==> src/rtl/wb_grf.sv <==
// wb_grf: write-back stage and general register file of the five-stage pipeline.
// Selects and extends the write-back value from the M/W register contents, commits
// it to the 32x32 register file, serves two D-stage read ports with write-first
// bypass, exports the W-stage forwarding value and counts retired instructions.
// Optional feature: define GRF_TRACE_EN to print one trace line per committed write.
module wb_grf #(
    parameter logic [31:0] LINK_OFFSET = 32'd8,
    parameter int          NREGS       = 32
) (
    input  logic        clk,
    input  logic        reset,
    input  logic [31:0] W_ReadData,
    input  logic [31:0] W_ALUData,
    input  logic [4:0]  W_TargetReg,
    input  logic [31:0] W_Ins,
    input  logic [31:0] W_PCAddr,
    input  logic [4:0]  rs_addr,
    input  logic [4:0]  rt_addr,
    output logic [31:0] rs_data,
    output logic [31:0] rt_data,
    output logic [31:0] wb_data,
    output logic [4:0]  wb_reg,
    output logic [31:0] instret
);

    localparam logic [5:0] OP_SPECIAL = 6'b000000;
    localparam logic [5:0] OP_JAL     = 6'b000011;
    localparam logic [5:0] OP_LB      = 6'b100000;
    localparam logic [5:0] OP_LH      = 6'b100001;
    localparam logic [5:0] OP_LW      = 6'b100011;
    localparam logic [5:0] OP_LBU     = 6'b100100;
    localparam logic [5:0] OP_LHU     = 6'b100101;
    localparam logic [5:0] FN_JALR    = 6'b001001;

    logic [31:0] regs [0:NREGS-1];
    logic [31:0] instret_q;
    logic        we;
    logic [5:0]  opcode;
    logic [5:0]  funct;
    logic [1:0]  lane;
    logic [15:0] half_sel;
    logic [7:0]  byte_sel;

    // Only the opcode and funct fields of the instruction matter here.
    logic unused_ins_bits;
    assign unused_ins_bits = &{1'b0, W_Ins[25:6]};

    assign opcode = W_Ins[31:26];
    assign funct  = W_Ins[5:0];
    assign lane   = W_ALUData[1:0];

    // Write enable: a real destination and no reset in this cycle (reset wins).
    always_comb begin
        we     = (W_TargetReg != 5'd0) && !reset;
        wb_reg = we ? W_TargetReg : 5'd0;
    end

    // Extract the addressed halfword and byte from the little-endian memory word.
    always_comb begin
        half_sel = lane[1] ? W_ReadData[31:16] : W_ReadData[15:0];
        case (lane)
            2'd0:    byte_sel = W_ReadData[7:0];
            2'd1:    byte_sel = W_ReadData[15:8];
            2'd2:    byte_sel = W_ReadData[23:16];
            default: byte_sel = W_ReadData[31:24];
        endcase
    end

    // Select and extend the write-back value by instruction type.
    always_comb begin
        // NOTE: assign a default first so every path drives wb_data and no latch is inferred.
        wb_data = W_ALUData;
        case (opcode)
            OP_LW:      wb_data = W_ReadData;
            OP_LH:      wb_data = {{16{half_sel[15]}}, half_sel};
            OP_LHU:     wb_data = {16'h0000, half_sel};
            OP_LB:      wb_data = {{24{byte_sel[7]}}, byte_sel};
            OP_LBU:     wb_data = {24'h000000, byte_sel};
            OP_JAL:     wb_data = W_PCAddr + LINK_OFFSET;
            OP_SPECIAL: if (funct == FN_JALR) wb_data = W_PCAddr + LINK_OFFSET;
            default:    wb_data = W_ALUData;
        endcase
    end

    // Register file: synchronous clear, then commit the write-back value.
    always_ff @(posedge clk) begin
        if (reset) begin
            // NOTE: the architectural state must read zero after reset, so the whole
            // array is cleared; this keeps it in flops rather than a RAM macro.
            for (int i = 0; i < NREGS; i++) begin
                regs[i] <= 32'h0;
            end
        end else if (we) begin
            // NOTE: non-blocking assignment so every flop samples pre-edge values.
            regs[W_TargetReg] <= wb_data;
        end
    end

    // Read port 1: zero register, then write-first bypass, then storage.
    always_comb begin
        if (rs_addr == 5'd0)
            rs_data = 32'h0;
        else if (rs_addr == wb_reg)
            rs_data = wb_data;
        else
            rs_data = regs[rs_addr];
    end

    // Read port 2: same priority as port 1.
    always_comb begin
        if (rt_addr == 5'd0)
            rt_data = 32'h0;
        else if (rt_addr == wb_reg)
            rt_data = wb_data;
        else
            rt_data = regs[rt_addr];
    end

    // Retired-instruction counter: counts every non-bubble, wraps naturally.
    always_ff @(posedge clk) begin
        if (reset)
            instret_q <= 32'h0;
        else if (W_Ins != 32'h0)
            instret_q <= instret_q + 32'd1;
    end

    assign instret = instret_q;

`ifdef GRF_TRACE_EN
    // Trace every committed register write.
    always_ff @(posedge clk) begin
        if (we)
            $display("%d@%h: $%d <= %h", $time, W_PCAddr, W_TargetReg, wb_data);
    end
`else
`endif

endmodule

==> config.mk <==
export PLATFORM = sky130hd
export DESIGN_NAME = wb_grf
export DESIGN_NICKNAME = d
export VERILOG_FILES = /design/src/rtl/wb_grf.sv
export SDC_FILE = /design/constraint.sdc
export NUM_CORES = 2
export LEC_CHECK = 0
export ABC_AREA = 0
export BUFFER_PORTS_ARGS = -buffer_cell sky130_fd_sc_hd__buf_2
export CORE_UTILIZATION = 40
export CTS_BUF_LIST = sky130_fd_sc_hd__clkbuf_8
export DETAILED_ROUTE_END_ITERATION = 10
export PLACE_DENSITY = 0.65
export RECOVER_POWER = 50
export SYNTH_ARGS = -nofsm -noshare
export SYNTH_HDL_FRONTEND = slang
export SYNTH_SLANG_ARGS = --single-unit
==> constraint.sdc <==
create_clock -name clk -period 3.2 [get_ports clk]
set_input_delay 0.32 -clock clk [delete_from_list [all_inputs] [get_ports clk]]
set_output_delay 0.32 -clock clk [all_outputs]
set_load 0.03 [all_outputs]
==> results.tsv <==
metric	value	unit
status	finished with violations	
violated checks	max-capacitance violations, max-slew violations, negative setup slack	
worst-path maximum fanout	32	
Vert. Die Dim	376.6	um
most used cell, CP	clkbuf_1	
fin crit share	1.040	
CP Data Arrival Time	3.92	ns
Final Util	0.4700	
IO buf count	277	
Vias	40956	
Tightest Pin Transition	1.914	ns
Final Skew	0.006138	ns
FF+latch count, synth	1056	
vias in the first global route	39788	
Rel. slew slack	-0.2761	
die area	141800	um^2
final setup fails	176	
chip width	376.6	um
P_leak	23.11	nW
VDD IR max	0.0003328	V
share of cells above drive strength 1	0.3586	
Hold Path Class	input port to register	
total power	33.27	mW
Main synth FF type	edfxtp_1	
Critical Setup Path Class	input port to register	
P&R area growth vs syn	16.69	%
Crit path largest cell delay	0.82	ns
max-cap violation count	12	
clk buf depth	3	
worst path bufs/invs	5	
H-tree lvl count	4	
Slowest-stage cell, CP	clkbuf_1	
Seq/Total Area, Yosys	0.5592	
RSZ-0062 raised after global routing	true	
row count	137	
Final HPWL DP	132800	um
CTS tree	built	
syn avg cell area	14.52	um^2
ys async rst share	0	
Syn Std Cell Area	56130	um^2
Clk Latency, worst-skew pair	0.90	ns
CP Launch Type	input port	
nets@finish	4461	
Root Buffer	clkbuf_8	
# IOs	278	
Unique masters post-synth	74	
wirelength, routed	212200	um
PD cells	508.0	nW/um^2
number of remaining DRC errors	0	
GRT Util Overall	0.2961	
global-route wire length before repair	294600	um
post-layout min period	3.327	ns
CTS Sinks	1056	
Vias/cell	6.471	
final worst setup slack	-0.1268	ns
Worst setup EP type	register	
final count of pins violating max slew	403	
sum of negative setup slack	-6.963	ns
drt pass-1 iters	6	
Syn Inst Count	3866	
CTS buffer count	166	
yosys warns	0	
largest net degree at the start of global routing	66	
critical path required time	3.79	ns
number of synthesized flops with an enable pin	1024	
crit path cell chain	clkbuf_1 -> dlygate4sd3_1 -> clkbuf_1 -> nor3_1 -> clkbuf_1 -> nand2_1 -> buf_4 -> nor2_1	
Fin. Hold Viols	0	
GPL Wtd Cong	0.9290	
Initial DRC Count	6925	
clock-pin slew on the worst setup and hold paths	0.06	ns
initial antenna violation count	9	
DR WL/cell	33.53	um
Largest delay share family, worst path	buffers and inverters	
initial core utilization	0.4028	
fmax	0.3006	GHz
core region area	139400	um^2
ANT nets after route	0	
grt ovf	0	
[final cells by class]
class                   count  area [um^2]
fillers                 12059        73850
diodes                      8        20.02
flip-flops and latches   1056        31390
repair buffers            659         5294
multi-input cells        2386        23220
inverters                  45        173.9
clock buffers             170         2340
clock inverters           129        715.7
well taps                1876         2347
[cells in the mapped netlist, drive strengths merged (3+ instances only)]
library cell,n,area (um^2)
nor2,1047,3930
edfxtp,1024,30750
mux4,598,13490
clkbuf,208,780.8
buf,202,1249
a22oi,126,945.9
nand2,108,412.9
o22ai,62,387.9
xnor2,45,394.1
inv,44,165.2
nand2b,40,250.2
dfxtp,32,640.6
mux2i,30,300.3
a21oi,29,156.4
nor4,26,168.9
nand3,23,115.1
a221oi,22,402.9
and2,22,137.6
nor3,21,110.1
nor2b,18,112.6
o21ai,18,120.1
nand4,14,93.84
a221o,13,138.9
and3,9,56.30
xor2,8,70.07
nor4b,6,52.55
o211a,6,60.06
o32ai,6,146.4
a22o,5,43.79
or3,5,31.28
a211oi,4,40.03
and4,4,35.03
or4,4,30.03
and3b,3,30.03
o31ai,3,22.52
or2,3,18.77
[state kept, by name, indices dropped and copies added, names as in the netlist]
register	count
regs	1024
instret	32
[what timing repair did]
action	4_1_cts	5_1_grt
endpoints found under the hold margin	42	0
gates resized for setup	82	47
hold buffers	8	0
pin swaps	18	23
buffers inserted	4	10
setup endpoints to repair	35	49
[power by group]
part,switching (mW),internal [mW]
logic,3.47,2.47
registers,0.381,16.0
clock network,5.62,5.37
[layer usage]
metal | part of all wire | global-route usage | routed length (um) | up-vias
li1 | - | - | - | 15885
met4 | 0.066 | 0.1711 | 13980 | 6
met1 | 0.33 | 0.3707 | 71080 | 20752
met2 | 0.45 | 0.4536 | 96140 | 3582
met3 | 0.15 | 0.09244 | 30960 | 731
met5 | 0.00027 | 0.002058 | 58 | -
[cell usage in the layout (no fill, tap or decap), types with 26 or more instances in the layout]
| master | count |
|---|---|
| clkbuf_2 | 75 |
| xnor2_1 | 45 |
| nand2_1 | 84 |
| mux4_2 | 591 |
| clkinv_1 | 41 |
| clkbuf_1 | 36 |
| clkbuf_8 | 170 |
| nor2_1 | 1043 |
| buf_2 | 211 |
| buf_12 | 86 |
| a22oi_1 | 109 |
| mux2i_1 | 26 |
| nand2b_2 | 30 |
| o22ai_1 | 48 |
| conb_1 | 32 |
| buf_4 | 212 |
| dfxtp_1 | 32 |
| inv_1 | 80 |
| edfxtp_1 | 1024 |
[through the flow]
stage	hold slack [ns]	setup WS (ns)	instance area, um^2	instances
2_1_floorplan	0.5747	0.3404	56250	3897
3_3_place_gp	0.5024	-0.2766	62250	6005
3_5_place_dp	0.5048	-0.2659	62250	6005
4_1_cts	0.009433	-0.1467	65710	6312
5_1_grt	0.04924	-0.1920	65500	6326
6_report	0.08165	-0.1268	65510	6329
[kinds of logic after synthesis]
family,Yosys count,synth area share
and+or+nand+nor,1363,0.1012
buffers and inverters,455,0.03916
muxes,628,0.2457
adders and majority gates,2,0.0004457
AOI/OAI and AO/OA,308,0.04596
other,1,0.00006680
xor gates and xnor gates,53,0.008270
DFF,1056,0.5592
[worst register-to-register path: cells and delay by family, from the launching register on]
| kind | cells | cell delay [ns] |
|---|---|---|
| DFF | 1 | 0.50 |
| xor gates and xnor gates | 1 | 0.18 |
| and+or+nand+nor | 4 | 1.56 |
[final timing paths]
kind / endpoint / startpoint / depth (start not counted) / slack [ns]
hold reg to reg: instret[31] / instret[31] / 2 / 0.53
hold / removal: regs[2][12] / W_ALUData[12] / 4 / 0.08
setup / recovery: regs[10][1] / reset / 8 / -0.13
setup reg to reg: instret[25] / instret[4] / 5 / 0.81
Note: power is estimated with default switching activity, not from simulation.
